## config.mk

```make
export PLATFORM = sky130hd
export DESIGN_NAME = rgb_edge_delay_line
export DESIGN_NICKNAME = d
export VERILOG_FILES = /design/src/rtl/rgb_delay_pkg.sv /design/src/rtl/rgb_edge_delay_line_shaper.sv /design/src/rtl/rgb_edge_delay_line.sv
export SDC_FILE = /design/constraint.sdc
export NUM_CORES = 1
export LEC_CHECK = 0
export ABC_AREA = 0
export CORE_UTILIZATION = 53
export DETAILED_ROUTE_END_ITERATION = 10
export GPL_ROUTABILITY_DRIVEN = 0
export PLACE_DENSITY = 0.78
export SLEW_MARGIN = 15
export SYNTH_ARGS = -nofsm -noshare
export SYNTH_HDL_FRONTEND = slang
export SYNTH_SLANG_ARGS = --single-unit
```

## constraint.sdc

```tcl
create_clock -name clk_x10 -period 2.8 [get_ports clk_x10]
set_clock_uncertainty 0.05 [all_clocks]
set_input_delay 0.42 -clock clk_x10 [delete_from_list [all_inputs] [get_ports clk_x10]]
set_output_delay 0.42 -clock clk_x10 [all_outputs]
set_load 0.01 [all_outputs]
```

## src/rtl/rgb_delay_pkg.sv

```systemverilog
// Shared definitions for the per-colour edge delay line: default widths and
// the edge shaper state encoding.
package rgb_delay_pkg;

    localparam int DELAY_W_DEF = 4;
    localparam int DROP_W_DEF  = 8;

    // LOW/HIGH are settled output levels; the *_WAIT states count out the
    // extra delay applied to a pending edge before the output follows it.
    typedef enum logic [1:0] {
        LOW       = 2'd0,
        RISE_WAIT = 2'd1,
        HIGH      = 2'd2,
        FALL_WAIT = 2'd3
    } shaper_state_t;

    // The output is driven high while high or while a falling edge is still
    // being held off.
    function automatic logic drives_high(input shaper_state_t s);
        return (s == HIGH) || (s == FALL_WAIT);
    endfunction

endpackage

```

## src/rtl/rgb_edge_delay_line_shaper.sv

```systemverilog
// Edge shaper: stretches rising edges by r_q cycles and falling edges by
// f_q cycles. A pulse or gap that ends before its edge delay expires is
// swallowed and counted once in a saturating drop counter.
module rgb_edge_shaper
    import rgb_delay_pkg::*;
#(
    parameter int DELAY_W = DELAY_W_DEF,
    parameter int DROP_W  = DROP_W_DEF
) (
    input  logic               i_clk,
    input  logic               i_rst,
    input  logic               i_dw,
    input  logic [DELAY_W-1:0] i_r_q,
    input  logic [DELAY_W-1:0] i_f_q,
    output logic               o_is_low,
    output logic               o_drive_next,
    output shaper_state_t      o_state,
    output logic [DROP_W-1:0]  o_drop_cnt
);

    localparam logic [DELAY_W-1:0] CNT_ONE  = {{(DELAY_W-1){1'b0}}, 1'b1};
    localparam logic [DROP_W-1:0]  DROP_ONE = {{(DROP_W-1){1'b0}}, 1'b1};

    shaper_state_t      r_state;
    shaper_state_t      w_state_next;
    logic [DELAY_W-1:0] r_cnt;
    logic [DELAY_W-1:0] w_cnt_next;
    logic [DROP_W-1:0]  r_drop_cnt;
    logic               w_drop_inc;

    // State, countdown and saturating drop counter registers.
    always_ff @(posedge i_clk) begin
        if (i_rst) begin
            r_state    <= LOW;
            r_cnt      <= '0;
            r_drop_cnt <= '0;
        end else begin
            r_state <= w_state_next;
            r_cnt   <= w_cnt_next;
            if (w_drop_inc && (r_drop_cnt != {DROP_W{1'b1}})) begin
                r_drop_cnt <= r_drop_cnt + DROP_ONE;
            end
        end
    end

    // Next-state and countdown logic; a reversal of dw during a wait state
    // wins over an expiring count so a too-short pulse is always swallowed.
    always_comb begin
        w_state_next = r_state;
        w_cnt_next   = r_cnt;
        w_drop_inc   = 1'b0;
        case (r_state)
            LOW: begin
                if (i_dw) begin
                    if (i_r_q == '0) begin
                        w_state_next = HIGH;
                    end else begin
                        w_state_next = RISE_WAIT;
                        w_cnt_next   = i_r_q - CNT_ONE;
                    end
                end
            end
            RISE_WAIT: begin
                if (!i_dw) begin
                    w_state_next = LOW;
                    w_drop_inc   = 1'b1;
                end else if (r_cnt == '0) begin
                    w_state_next = HIGH;
                end else begin
                    w_cnt_next = r_cnt - CNT_ONE;
                end
            end
            HIGH: begin
                if (!i_dw) begin
                    if (i_f_q == '0) begin
                        w_state_next = LOW;
                    end else begin
                        w_state_next = FALL_WAIT;
                        w_cnt_next   = i_f_q - CNT_ONE;
                    end
                end
            end
            FALL_WAIT: begin
                if (i_dw) begin
                    w_state_next = HIGH;
                    w_drop_inc   = 1'b1;
                end else if (r_cnt == '0) begin
                    w_state_next = LOW;
                end else begin
                    w_cnt_next = r_cnt - CNT_ONE;
                end
            end
            default: begin
                w_state_next = LOW;
            end
        endcase
    end

    assign o_is_low     = (r_state == LOW);
    assign o_drive_next = drives_high(w_state_next);
    assign o_state      = r_state;
    assign o_drop_cnt   = r_drop_cnt;

endmodule

```

## src/rtl/rgb_edge_delay_line.sv

```systemverilog
// One colour channel of the LED drive path: whole-cycle delay via a tapped
// shift register, edge shaping, and a polarity-adjusted registered output.
// Delay words are committed only at a frame boundary while the shaper is
// idle in LOW, so a reconfiguration never cuts a pulse in half.
// frame_start is a single-cycle strobe with no handshake; a strobe that
// arrives while the shaper is busy is remembered in cfg_pending and the
// commit happens on the first cycle the shaper is back in LOW, using the
// *_value inputs present in that cycle.
module rgb_edge_delay_line
    import rgb_delay_pkg::*;
#(
    parameter int DELAY_W = DELAY_W_DEF,
    parameter int DROP_W  = DROP_W_DEF
) (
    input  logic               clk_x10,
    input  logic               g_rst,
    input  logic               inverse,
    input  logic               frame_start,
    input  logic               din,
    input  logic [DELAY_W-1:0] whole_delay_value,
    input  logic [DELAY_W-1:0] rising_delay_value,
    input  logic [DELAY_W-1:0] falling_delay_value,
    output logic               dout,
    output logic               cfg_pending,
    output logic [DROP_W-1:0]  drop_cnt,
    output shaper_state_t      dbg_state
);

    localparam int DEPTH = 2 ** DELAY_W;

    logic [DEPTH-1:0]   r_sr;
    logic [DELAY_W-1:0] r_w_q;
    logic [DELAY_W-1:0] r_r_q;
    logic [DELAY_W-1:0] r_f_q;
    logic               r_pending;
    logic               r_dout;
    logic               w_dw;
    logic               w_is_low;
    logic               w_drive_next;
    logic               w_commit;

    // Whole-cycle delay line; the history is kept across commits.
    always_ff @(posedge clk_x10) begin
        if (g_rst) begin
            r_sr <= '0;
        end else begin
            r_sr <= {r_sr[DEPTH-2:0], din};
        end
    end

    assign w_dw     = r_sr[r_w_q];
    assign w_commit = w_is_low && (frame_start || r_pending);

    // Active delay words and the deferred-commit flag.
    always_ff @(posedge clk_x10) begin
        if (g_rst) begin
            r_w_q     <= '0;
            r_r_q     <= '0;
            r_f_q     <= '0;
            r_pending <= 1'b0;
        end else begin
            if (w_commit) begin
                r_w_q <= whole_delay_value;
                r_r_q <= rising_delay_value;
                r_f_q <= falling_delay_value;
            end
            if (w_commit) begin
                r_pending <= 1'b0;
            end else if (frame_start) begin
                r_pending <= 1'b1;
            end
        end
    end

    rgb_edge_shaper #(
        .DELAY_W (DELAY_W),
        .DROP_W  (DROP_W)
    ) u_shaper (
        .i_clk        (clk_x10),
        .i_rst        (g_rst),
        .i_dw         (w_dw),
        .i_r_q        (r_r_q),
        .i_f_q        (r_f_q),
        .o_is_low     (w_is_low),
        .o_drive_next (w_drive_next),
        .o_state      (dbg_state),
        .o_drop_cnt   (drop_cnt)
    );

    // Output register; it loads the idle level during reset so the pin
    // shows the correct polarity on the first cycle after reset.
    always_ff @(posedge clk_x10) begin
        if (g_rst) begin
            r_dout <= inverse;
        end else begin
            r_dout <= w_drive_next ^ inverse;
        end
    end

    // The pin is held low for as long as reset is asserted.
    assign dout        = r_dout & ~g_rst;
    assign cfg_pending = r_pending;

endmodule

```

==> summary.md <==
| Metric | Value |
|---|---|
| Post-route minimum period | `roughly 2.5 ns` |
| Relative slew margins | `about 54%` |
| CP bufs+invs | `0` |
| Share of cells above drive strength 1 | `between 10 and 15%` |
| Antenna viol nets, final | `0` |
| Post-Syn Instances | `between 200 and 250` |
| Comb pwr share | `approximately 28%` |
| # rows | `21` |
| Critical Path Sink Type | `flip-flop` |
| Antenna cells | `0` |
| Largest net degree at the start of global routing | `49` |
| HPWL Detailed | `between 2 and 3 mm` |
| Final Hold Fails | `0` |
| Peak VDD IR | `between 400 and 500 uV` |
| Most frequent cells in the layout | `dfxtp_1 (44), nand2_1 (41), clkdlybuf4s50_1 (28), nor2b_1 (24), a21oi_1 (18)` |
| Power share of the sequential group | `approximately 45%` |
| Die width | `between 60 and 70 um` |
| Number of max-cap violations | `0` |
| Clock power share | `27.4%` |
| Vias in the first global route | `about 1500` |
| Crit-path slowest cell | `mux4_2` |
| Post-Syn Area | `0.002004 mm2` |
| Net Switching | `0.5447 mW` |
| CTS buffer count | `5` |
| RSZ-0062 raised after global routing | `no` |
| Setup WS pre-CTS | `0.3423 ns` |
| Crit path required time | `approximately 2.9 ns` |
| Internal | `approximately 1.2 mW` |
| Clock Path Buffers | `2` |
| H-tree levels | `2` |
| Setup WS post-layout | `approximately 0.32 ns` |
| Leading cell type in the layout, fill and taps excluded | `dfxtp_1` |
| Slew Viols, Final | `0` |
| Pwr dens | `~710 mW/mm2` |
| Max FO, Critical Path | `5` |
| Clock Pin Slew Worst Setup and Hold Paths | `0.08 ns` |
| CP Launch Type | `flip-flop` |
| CP peak stage delay | `0.51 ns` |
| Total power | `around 1.7 mW` |
| Global Route Usage Sum | `20.76%` |
| FF+latch count, synth | `between 40 and 50` |
| Setup bufs post-CTS | `0` |
| Crit path from | `r_w_q[0]` |
| F_max | `0.4026 GHz` |
| Area delta synth->final | `22.35%` |
| Final cell count without fillers | `around 300` |
| Sw Share | `a little under a third` |
| Core area | `0.003468 mm2` |
| Initial Utilization | `57.79%` |
| Clock sinks | `44` |
| Boundary Pins | `29` |
| Syn_area_per_cell | `8.948 um2` |
| Setup TNS | `0 ns` |
| Final setup fails | `0` |
| Die ar. | `0.004032 mm2` |
| I/O Buffers | `28` |
| Starting DRT DRC Count | `66` |
| Status | `finished clean` |
| Sequential-to-total area share from yosys stat | `between 40 and 50%` |
| Root buf cell | `clkbuf_8` |
| Hold_buf cts | `0` |
| Kind of critical path | `flip-flop to flip-flop` |
| Chip Height | `63.50 um` |
| Vias | `roughly 1700` |
| Post-CTS sizing | `0` |
| Routed wire length | `between 3 and 4 mm` |
| Routed len/inst | `approximately 12 um` |
| # DRC | `0` |
| Multi-input gate area | `approximately 0.0011 mm2` |
| Initial DRT Pass Iterations | `5` |
| CTS tree | `built` |
| Hold WC Path Type | `flip-flop to flip-flop` |
| Worst R2R Start | `r_w_q[0]` |
| Cell Chain, Critical Path | `mux4_2 -> and2_4 -> a311oi_4 -> o21ai_2 -> a2111oi_1 -> mux2_1` |
| Layout Nets | `273` |
| First-pass GRT wire length | `roughly 6.5 mm` |
| Crit path arrival time | `between 2 and 3 ns` |
| Synth Net Count | `243` |
| Skew-Pair Late Insertion Delay | `~0.30 ns` |
| Synth warn | `0` |
| Register area | `approximately 880 um2` |
| Dpl cells | `between 200 and 300` |
| Initial antenna violation count | `0` |
| Hold Path Origin | `r_sr[6]` |
| Unique masters post-synth | `38` |
| Fill cell count | `around 300` |
| Worst path top cell family by delay | `multiplexers` |
| Crit share post-route | `88.71%` |
| Worst-margin pin slew | `0.6856 ns` |
| Via/cell ratio | `~5.5` |
| Grt ovf | `0` |
| Leak Pwr | `0.9360 nW` |
worst register-to-register path, cell delays in order (launching register included):
cell       delay (ns)
dfxtp_1          0.42
mux4_2           0.52
and2_4           0.18
a311oi_4         0.26
o21ai_2          0.14
a2111oi_1        0.44
mux2_1           0.36
final cells by class:
class | instances | share of cell area [%]
Clock buffer | 5 | 2.806
Multi-Input combinational cell | 164 | 43.32
Inverter | 6 | 0.9184
Clock inverter | 3 | 1.735
Tap cell | 46 | 2.347
Sequential cell | 44 | 35.92
Timing Repair Buffer | 33 | 12.96
path summary, 6_finish.rpt:
check / endpoint / slack, ns / cells past startpoint
min reg2reg: r_sr[7] / 0.42 / 1
min: r_sr[7] / 0.42 / 1
max: u_shaper.o_drop_cnt[5] / 0.32 / 6
max reg2reg: u_shaper.o_drop_cnt[5] / 0.32 / 6
cell usage after synthesis:
library cell	instances	area, um2
a211oi_1	1	7.510
a311o_1	1	10.01
o21ai_2	2	17.52
nor3_1	4	20.02
a311oi_1	2	17.52
mux2i_1	9	90.09
nor3b_1	1	7.510
or4_1	3	22.52
mux4_1	1	26.28
a2111oi_1	1	10.01
nand2_1	41	153.9
a41o_1	1	10.01
and4_1	1	8.760
and3_1	1	6.260
nand3_1	6	30.03
nor4_1	1	6.260
and2_4	1	8.760
buf_2	1	5.000
o21ai_0	6	30.03
dfxtp_1	44	880.8
nor2_1	16	60.06
nor2b_1	24	150.1
mux2_4	1	15.01
o31ai_2	1	12.51
mux4_2	1	22.52
a21oi_1	18	90.09
xor2_1	2	17.52
mux2_1	5	56.30
inv_1	6	22.52
o211ai_1	1	7.510
mux2_2	5	56.30
a31oi_1	1	6.260
a311oi_4	1	26.28
a2111oi_2	1	15.01
a21boi_1	1	7.510
ha_1	2	25.02
a2111o_1	1	11.26
clkbuf_1	9	33.78
through the flow:
step	area (um2)	hold slack [ns]	util [%]
after floorplan	2004	0.3790	-
after global placement	2341	0.3957	67.50
after detailed placement	2341	0.4071	67.50
after CTS	2452	0.4183	70.71
after global routing	2452	0.4308	70.71
final	2452	0.4197	70.71
sequential cells by signal, summed over array words and instances (netlist names):
name	count
cfg_pending	1
r_dout	1
r_f_q	4
r_r_q	4
r_sr	16
r_w_q	4
u_shaper.o_drop_cnt	8
u_shaper.o_state	2
u_shaper.r_cnt	4
routing by layer:
layer / global-route usage [%] / wire [um] / vias up
met3: 3.804 / 135 / 7
met2: 33.51 / 1739 / 38
li1: - / - / 835
met1: 26.35 / 1802 / 770
met5: 0 / 0 / -
met4: 10.23 / 73 / 0
power by group through the flow:
stage | logic [mW] | registers (mW) | clock network, mW
global route | 0.544 | 0.783 | 0.509
detailed placement | 0.481 | 0.784 | 0
global placement | 0.476 | 0.781 | 0
finish | 0.483 | 0.772 | 0.474
CTS | 0.483 | 0.770 | 0.484
floorplan | 0.357 | 0.758 | 0
kinds of logic after synthesis:
kind of cell / share of synthesized area (%)
muxes: 13.30
xor gates and xnor gates: 0.8741
DFF: 43.94
and+or+nand+nor: 23.66
AOI/OAI and AO/OA: 13.92
adders and majority gates: 1.248
buffers and inverters: 3.058
Note: power is estimated with default switching activity, not from simulation.
